[src/rtl/tetris_grid_renderer_pkg.sv]
// Shared playfield types and colour constants used by the game FSM and the grid renderer.
package tetrispkg;

  localparam int GRID_ROWS = 22;
  localparam int GRID_COLS = 10;

  localparam logic [15:0] GRID_LINE_COLOR = 16'h4208;

  typedef enum logic [2:0] {
    CL0 = 3'd0,
    CL1 = 3'd1,
    CL2 = 3'd2,
    CL3 = 3'd3,
    CL4 = 3'd4,
    CL5 = 3'd5,
    CL6 = 3'd6,
    CL7 = 3'd7
  } color_t;

  typedef enum logic [1:0] {
    ST_IDLE   = 2'd0,
    ST_STREAM = 2'd1,
    ST_DONE   = 2'd2
  } rend_state_t;

  localparam logic [15:0] PALETTE [0:7] = '{
    16'h0000, 16'h07FF, 16'h001F, 16'hFD20,
    16'hFFE0, 16'h07E0, 16'h801F, 16'hF800
  };

  // Counter width for a 0..range-1 counter, never narrower than one bit.
  function automatic int cnt_w(input int range);
    return (range > 1) ? $clog2(range) : 1;
  endfunction

endpackage

[src/rtl/tetris_grid_renderer_raster_counter.sv]
// Handshake-advanced px -> col -> py -> row counter chain with frame position flags.
module raster_counter
  import tetrispkg::*;
#(
  parameter int CELL_PX   = 2,
  parameter int ROW_COUNT = 20,
  parameter int PX_W      = cnt_w(CELL_PX),
  parameter int ROW_W     = cnt_w(ROW_COUNT)
) (
  input  logic             clk,
  input  logic             rst,
  input  logic             clear,
  input  logic             advance,
  output logic [PX_W-1:0]  px,
  output logic [3:0]       col,
  output logic [PX_W-1:0]  py,
  output logic [ROW_W-1:0] row,
  output logic             sof,
  output logic             eol,
  output logic             eof
);

  logic [PX_W-1:0]  px_q, px_d;
  logic [3:0]       col_q, col_d;
  logic [PX_W-1:0]  py_q, py_d;
  logic [ROW_W-1:0] row_q, row_d;

  logic px_last, col_last, py_last, row_last;

  assign px_last  = (px_q == PX_W'(CELL_PX - 1));
  assign col_last = (col_q == 4'(GRID_COLS - 1));
  assign py_last  = (py_q == PX_W'(CELL_PX - 1));
  assign row_last = (row_q == ROW_W'(ROW_COUNT - 1));

  always_comb begin
    px_d  = px_q;
    col_d = col_q;
    py_d  = py_q;
    row_d = row_q;
    if (clear) begin
      px_d  = '0;
      col_d = '0;
      py_d  = '0;
      row_d = '0;
    end else if (advance) begin
      if (!px_last) begin
        px_d = px_q + 1'b1;
      end else begin
        px_d = '0;
        if (!col_last) begin
          col_d = col_q + 1'b1;
        end else begin
          col_d = '0;
          if (!py_last) begin
            py_d = py_q + 1'b1;
          end else begin
            py_d  = '0;
            row_d = row_last ? '0 : row_q + 1'b1;
          end
        end
      end
    end
  end

  always_ff @(posedge clk or posedge rst) begin
    if (rst) begin
      px_q  <= '0;
      col_q <= '0;
      py_q  <= '0;
      row_q <= '0;
    end else begin
      px_q  <= px_d;
      col_q <= col_d;
      py_q  <= py_d;
      row_q <= row_d;
    end
  end

  assign px  = px_q;
  assign col = col_q;
  assign py  = py_q;
  assign row = row_q;
  assign sof = (px_q == '0) && (col_q == '0) && (py_q == '0) && (row_q == '0);
  assign eol = col_last && px_last;
  assign eof = eol && py_last && row_last;

endmodule

[src/rtl/tetris_grid_renderer.sv]
// Snapshots the playfield on a frame request and streams the visible rows as scaled RGB565 pixels.
//   state     | meaning
//   ST_IDLE   | waiting for start; outputs quiet
//   ST_STREAM | presenting pixels, advancing on handshake
//   ST_DONE   | one-cycle frame_done pulse before returning to idle
module tetris_grid_renderer
  import tetrispkg::*;
#(
  parameter int CELL_PX    = 2,
  parameter int ROW_FIRST  = 1,
  parameter int ROW_COUNT  = 20,
  parameter int GRID_LINES = 0
) (
  input  logic                                      clk,
  input  logic                                      rst,
  input  logic                                      start,
  input  logic [GRID_ROWS-1:0][GRID_COLS-1:0][2:0]  grid_i,
  output logic                                      busy,
  output logic                                      pix_valid,
  input  logic                                      pix_ready,
  output logic [15:0]                               pix_data,
  output logic                                      pix_sof,
  output logic                                      pix_eol,
  output logic                                      pix_eof,
  output logic                                      frame_done
);

  localparam int PX_W  = cnt_w(CELL_PX);
  localparam int ROW_W = cnt_w(ROW_COUNT);

  rend_state_t state_q, state_d;
  logic [GRID_ROWS-1:0][GRID_COLS-1:0][2:0] snap_q, snap_d;

  logic             cnt_clear;
  logic             handshake;
  logic [PX_W-1:0]  px, py;
  logic [3:0]       col;
  logic [ROW_W-1:0] row;
  logic             sof, eol, eof;

  logic [4:0] row_idx;
  color_t     cell_c;
  logic       grid_line;

  raster_counter #(
    .CELL_PX   (CELL_PX),
    .ROW_COUNT (ROW_COUNT)
  ) u_raster (
    .clk     (clk),
    .rst     (rst),
    .clear   (cnt_clear),
    .advance (handshake),
    .px      (px),
    .col     (col),
    .py      (py),
    .row     (row),
    .sof     (sof),
    .eol     (eol),
    .eof     (eof)
  );

  assign pix_valid = (state_q == ST_STREAM);
  assign handshake = pix_valid && pix_ready;

  always_comb begin
    state_d   = state_q;
    snap_d    = snap_q;
    cnt_clear = 1'b0;
    unique case (state_q)
      ST_IDLE: begin
        if (start) begin
          snap_d    = grid_i;
          cnt_clear = 1'b1;
          state_d   = ST_STREAM;
        end
      end
      ST_STREAM: begin
        if (handshake && eof) state_d = ST_DONE;
      end
      ST_DONE: state_d = ST_IDLE;
      default: state_d = ST_IDLE;
    endcase
  end

  always_ff @(posedge clk or posedge rst) begin
    if (rst) begin
      state_q <= ST_IDLE;
      snap_q  <= '0;
    end else begin
      state_q <= state_d;
      snap_q  <= snap_d;
    end
  end

  // Pixel colour is a pure function of snapshot and counters, so it holds through stalls.
  assign row_idx   = 5'(ROW_FIRST) + 5'(row);
  assign cell_c    = color_t'(snap_q[row_idx][col]);
  assign grid_line = (GRID_LINES != 0) && (cell_c == CL0) && ((px == '0) || (py == '0));

  always_comb begin
    pix_data = 16'h0000;
    if (pix_valid) pix_data = grid_line ? GRID_LINE_COLOR : PALETTE[cell_c];
  end

  assign pix_sof    = pix_valid && sof;
  assign pix_eol    = pix_valid && eol;
  assign pix_eof    = pix_valid && eof;
  assign busy       = (state_q != ST_IDLE);
  assign frame_done = (state_q == ST_DONE);

endmodule

[config.mk]
export PLATFORM = sky130hd
export DESIGN_NAME = tetris_grid_renderer
export DESIGN_NICKNAME = d
export VERILOG_FILES = /design/src/rtl/tetris_grid_renderer_pkg.sv /design/src/rtl/tetris_grid_renderer_raster_counter.sv /design/src/rtl/tetris_grid_renderer.sv
export SDC_FILE = /design/constraint.sdc
export NUM_CORES = 2
export LEC_CHECK = 0
export ABC_AREA = 1
export CORE_AREA = 2 2 266 268
export DETAILED_ROUTE_END_ITERATION = 6
export DIE_AREA = 0 0 268 270
export PLACE_DENSITY = 0.78
export RECOVER_POWER = 100
export SLEW_MARGIN = 20
export SYNTH_ARGS = -nofsm -noshare
export SYNTH_HDL_FRONTEND = slang
export SYNTH_SLANG_ARGS = --single-unit
[constraint.sdc]
create_clock -name clk -period 49.5 [get_ports clk]
set_input_delay 9.9 -clock clk [delete_from_list [all_inputs] [get_ports clk]]
set_output_delay 9.9 -clock clk [all_outputs]
set_load 0.01 [all_outputs]
# Yosys cells after proc, flatten, opt, wreduce, memory -nomap -nowiden
# Memories as Yosys holds them, arrays and structs flattened.
# Index checks and enable logic that the tools add are counted.
[word_totals] regBits=673 mem_bits_ro=128 output_inout_bits=22 wordCells=296 memories=1
[classes] n_addsub=4 order_cmp=3 n_eq_ne=6 muxes=30 bitwise=3 n_reduce_logical=24
[mem_list] name="(no name shown)" depth=8 word_bits=16 rd=1 rd_clocked_by_memory_dff=0 write_ports=0 line_no="tetris_grid_renderer.sv:102" rtl="if (pix_valid) pix_data = grid_line ? GRID_LINE_COLOR : PALETTE[cell_c];"
[ops] cell="$bmux 30 s5" n=1
[ops] cell="$mux 16" n=3
[ops] cell="$mux 30" n=1
[ops] cell="$mux 5" n=6
[ops] cell="$mux 4" n=4
[ops] cell="$bmux 3 s4" n=1
[ops] cell="$logic_and 1x1->1" n=11
[ops] cell="$mux 1" n=10
[ops] cell="$reduce_bool 2->1" n=5
[ops] cell="$lt 5x6->1 const B" n=1
[ops] cell="$reduce_and 2->1" n=3
[ops] cell="$add 5x1->5 const B" n=1
[ops] cell="$eq 5x5->1 const B" n=1
[ops] cell="$logic_not 5->1" n=1
[ops] cell="$lt 4x5->1 const B" n=1
[ops] cell="$add 4x1->4 const B" n=1
[ops] cell="$eq 4x4->1 const B" n=1
[ops] cell="$ge 4x4->1 const B" n=1
[ops] cell="$logic_not 4->1" n=1
[ops] cell="$mux 2" n=2
[ops] cell="$not 3->4" n=1
[ops] cell="$pmux 2 s2" n=1
[ops] cell="$reduce_and 4->1" n=1
[ops] cell="$mux 3" n=1
[ops] cell="other kinds (8)" n=10

# Logic depth before layout (Yosys ltp)
[depth] depth_word=10 depth_mapped=27 depth_no_buf=20

# Hierarchy
# A second synthesis with hierarchy kept.
[hier_totals] hier_cells=4399 area_unflattened_um2=32583.8
[modules_own_cells] mod="tetris_grid_renderer" n_inst=1 cells_each=4308 area_each_um2=31889.3 seq_area_each_um2=16565.9
[modules_own_cells] mod="raster_counter" n_inst=1 cells_each=91 area_each_um2=694.4 seq_area_each_um2=275.3

# Worst setup path before layout
# Ideal clock, no wire load.
[synth_path] path_type="flip-flop to output port" from="register u_raster.row_q[0] (netlist: u_raster.row[0])" to="output pix_data[1]" arrival_time_ns=3.347 required_ns=39.600 slack_ns=36.253 stages_incl_launch_ff=26 path_cell_list="dfrtp_1 > buf_6 > inv_4 > buf_6 > buf_6 > buf_2 > ha_1 > buf_2 > inv_2 > buf_4 > buf_2 > nand3_1 > nand3_1 > nand2_1 > nand2_1 > nand3_1 > nand3_1 > nand3_1 > nand2_1 > nand2_1 > a21oi_2 > ha_1 > inv_1 > o21ai_1 > nor2_1 > buf_4"
[synth_via] elab_chain_cells=10
[synth_rtl] element="from (decl)" line_no="tetris_grid_renderer_raster_counter.sv:26" rtl="logic [ROW_W-1:0] row_q, row_d;"
[synth_rtl] element="from (signal assigned)" line_no="tetris_grid_renderer_raster_counter.sv:75" rtl="row_q <= row_d;"
[synth_rtl] element="$add 5x1->5" line_no="tetris_grid_renderer.sv:96" rtl="assign row_idx = 5'(ROW_FIRST) + 5'(row);"
[synth_rtl] element="$bmux 30 s5" line_no="tetris_grid_renderer.sv:97" rtl="assign cell_c = color_t'(snap_q[row_idx][col]);"
[synth_rtl] element="$mux 30 (implied by the code)" line_no="tetris_grid_renderer.sv:97"
[synth_rtl] element="$bmux 3 s4" line_no="tetris_grid_renderer.sv:97"
[synth_rtl] element="$mux 3 (implied by the code)" line_no="tetris_grid_renderer.sv:97"
[synth_rtl] element="$not 3->4 (implied by the code)" line_no="tetris_grid_renderer.sv:102"
[synth_rtl] element="$mem_v2 8x16"
[synth_rtl] element="$mux 16 (implied by the code) (2 in a row)" line_no="tetris_grid_renderer.sv:102"
[synth_rtl] element="$mux 16" line_no="tetris_grid_renderer.sv:102"
[synth_rtl] element="to (decl)" line_no="tetris_grid_renderer.sv:21" rtl="output logic [15:0] pix_data,"
# No other way between the ends. The select of a mux whose other input is x is not followed.

# Worst setup path after layout
[layout_path] from="input start" to="register snap_q[199] (netlist bit)"
[layout_via] elab_chain_cells=1
[layout_rtl] element="from (decl)" line_no="tetris_grid_renderer.sv:16" rtl="input logic start,"
[layout_rtl] element="$reduce_and 2->1 (no source line)"
[layout_rtl] element="to (signal assigned)" line_no="tetris_grid_renderer.sv:91" rtl="snap_q <= snap_d;"
[layout_rtl] element="to (decl)" line_no="tetris_grid_renderer.sv:32" rtl="logic [GRID_ROWS-1:0][GRID_COLS-1:0][2:0] snap_q, snap_d;"
# No other way between the ends.
# A chain may end at the register's enable or synchronous reset.

==> impl_metrics.toml <==
[clocking]
htreeDepth = 3
postCtsSetupBuffers = 0
ctsHoldBuffers = 0
clock_path_buffers = 3
clk_pin_slew_ns = 0.06
cts_made_buffers = 74
cts_tree = "done"
root_buffer = "clkbuf_16"
numClockSinks = 673
cts_resized = 0
clock_latency_ns = 0.63

[placement]
io_buffer_count = 685
dp.final_hpwl_mm = 83.2
place_area_sq_um = 39300
dp_slack_ns = 33.87
gp_congestion = 0.973

[routing]
wl_per_cell_um = 20.3
finalWirelength_mm = 120
drt.antenna.violating_nets = 0
route.detailed.drc = 0
drtIter0Drc = 3671
viasPerCell = 5.32
first_pass_iters = 6
num_vias = 31400

[global_routing]
grt-ovfl-total = 0
antenna_found_initial = 19
grt_use_total = 0.327
grt_pass1_wl_mm = 180
grt_pass1_vias = 30500
grt_max_degree = 232

[synth]
synth_area_sq_um = 32400
syn-num-nets = 5076
syn_inst = 4404
ys_warn_count = 0
ys_seq_elements = 673
synth.avg_cell_area_sq_um = 7.36
async_flop_share = 1.00
ys_seq_area_frac = 0.519
ys.flop_type = "dfrtp_1"
synth_cell_type_count = 35
synth_edf_count = 0

[critical_path]
critical_path.max_stage_delay_ns = 6.38
critPathCaptureType = "register"
worst_setup_path_start_kind = "primary input"
cp_top_family = "buffers and inverters"
cp_num_buf_inv = 4
crit_type = "in2reg"
crit_top_cell = "nand2_1"
slowest_stage = "clkbuf_1"
cp.required_ns = 50.03
crit_arrival_ns = 26.16
path_max_fanout = 231
path_cells = "dlygate4sd3_1, nand2_1, clkinvlp_2, clkbuf_1, clkbuf_1, nand2_1, nand2_1"

[timing]
hold_viol_final = 0
rsz0062_at_grt = "no"
max_clock_freq_mhz = 39.0
finalCritPeriodShare = 0.518
finalSetupTns_ns = 0
worst_pin_slew_ns = 9.06
setup-violations-final = 0
min_period_ns = 25.64
fin_skew_ns = 0.0223
fin_ws_ns = 23.86
worst_slew_margin_rel = -5.04
slew_violations = 1904

[min_path]
hp-class = "reg2reg"

[run_status]
violations = "capacitance limit, slew limit"
status = "finished, violations left"

[die]
core_area_sq_um = 69500
die_w_um = 268
io_pins = 686
initial_core_util = 0.466
dieArea_sq_um = 72400
row_count = 97
die-height_um = 270

[final_layout]
stdcell_area_sq_um = 41700
finalNetCount = 5569
n_fill_cell = 6172
drive_gt1_frac = 0.0303
areaGrowthSynthToFinish_pct = 28.5

[job]
maxCapViolCount = 17

[power]
irDropWorstVdd_uv = 62.1
powerDensity_nw_per_um2 = 62.5
leakage_uw = 0.0206
==> final timing paths <==
path                                             start                      end  slack [ns]  depth (start not counted)
worst max-delay path                             start  snap_q[199]$_DFFE_PP0P_       23.86                          7
worst min-delay path            snap_q[39]$_DFFE_PP0P_   snap_q[39]$_DFFE_PP0P_        0.47                          2
worst max register to register  state_q[0]$_DFFE_PP0P_  snap_q[199]$_DFFE_PP0P_       32.77                          7
worst min register to register  snap_q[39]$_DFFE_PP0P_   snap_q[39]$_DFFE_PP0P_        0.47                          2
max in group asynchronous                          rst  snap_q[152]$_DFFE_PP0P_       25.27                          4
min in group asynchronous                          rst  snap_q[508]$_DFFE_PP0P_       11.53                          2
==> per-layer routing <==
layer  track usage  wire length (um)  vias up
met5             0               107        -
met3        0.0560              8920      338
met2         0.527             56400     1501
met4         0.177              7120       18
li1              -                 -    14700
met1         0.419             47100    14900
==> power by group <==
| group | total [uW] | leakage, uW | internal [uW] | switching [uW] |
|---|---|---|---|---|
| registers | 841 | 0.00837 | 735 | 105 |
| clock network | 563 | 0.00120 | 332 | 232 |
| logic | 1200 | 0.0110 | 410 | 791 |
| total | 2600 | 0.0206 | 1480 | 1130 |
==> area by class of cell <==
class / count / area [sq um] / area share
diodes: 11 / 27.5 / 0.000661
clock buffers: 109 / 2140 / 0.0512
clock inverters: 23 / 309 / 0.00742
inverters: 181 / 691 / 0.0166
multi-input cells: 3254 / 13500 / 0.323
flip-flops and latches: 673 / 16800 / 0.404
well taps: 940 / 1180 / 0.0282
repair buffers: 713 / 7030 / 0.169
==> cell usage in the layout (no fill, tap or decap), drive strengths merged, types with 5 or more instances in the layout <==
cell / synthesis / layout
nand2: 2332 / 2332
dfrtp: 673 / 673
clkdlybuf4s50: 0 / 664
nand3: 352 / 352
o21ai: 261 / 261
inv: 180 / 181
nor2: 156 / 156
clkbuf: 145 / 122
a21oi: 72 / 72
o211ai: 35 / 35
dlygate4sd3: 0 / 21
buf: 151 / 15
clkinv: 1 / 13
diode: 0 / 11
o221ai: 9 / 9
ha: 8 / 8
bufinv: 0 / 6
o22ai: 5 / 5
o31ai: 5 / 5
==> logic make-up after synthesis <==
| group | count (synthesis) | share of synthesized area |
|---|---|---|
| buffers and inverters | 477 | 0.0661 |
| xor gates and xnor gates | 2 | 0.000772 |
| AOI/OAI and AO/OA | 389 | 0.0648 |
| and+or+nand+nor | 2854 | 0.346 |
| muxes | 1 | 0.000309 |
| DFF | 673 | 0.519 |
| adders and majority gates | 8 | 0.00309 |
==> worst min-delay path: stages (launching register included) <==
cell	delay, ns
dfrtp_1	0.33
nand2_1	0.05
nand2_1	0.06
==> synthesized netlist by cell type (2+ instances only) <==
master / n / area (sq um)
nor2_1: 155 / 582
nand3_1: 351 / 1760
o31ai_1: 4 / 30.0
nand2_1: 2326 / 8730
buf_6: 18 / 203
o22ai_1: 5 / 31.3
o21ai_0: 248 / 1240
or2_2: 4 / 25.0
dfrtp_1: 673 / 16800
clkbuf_1: 145 / 544
ha_1: 8 / 100
buf_4: 27 / 203
nor4_1: 2 / 12.5
buf_1: 14 / 52.6
o21ai_1: 13 / 65.1
nand4_1: 3 / 18.8
inv_1: 173 / 649
o211ai_1: 35 / 263
a21oi_1: 71 / 355
nand2_2: 6 / 37.5
o221ai_1: 9 / 78.8
buf_2: 92 / 460
a21boi_1: 2 / 15.0
inv_2: 6 / 22.5
nor3_1: 2 / 10.0
and2_1: 3 / 18.8
==> through the flow <==
stage	std cells	util	hold slack, ns	power, uW
finish	5904	0.599	0.473	2600
global route	5902	0.599	0.490	2780
CTS	5893	0.601	0.475	2590
detailed placement	5761	0.565	0.459	2020
global placement	5761	0.565	0.454	2000
floorplan	4404	-	0.441	1610
==> state kept, by name (all words and copies together) (netlist names) <==
signal        flops
u_raster.px       1
state_q           2
snap_q          660
u_raster.py       1
u_raster.row      5
u_raster.col      4
Note: power is estimated with default switching activity, not from simulation.
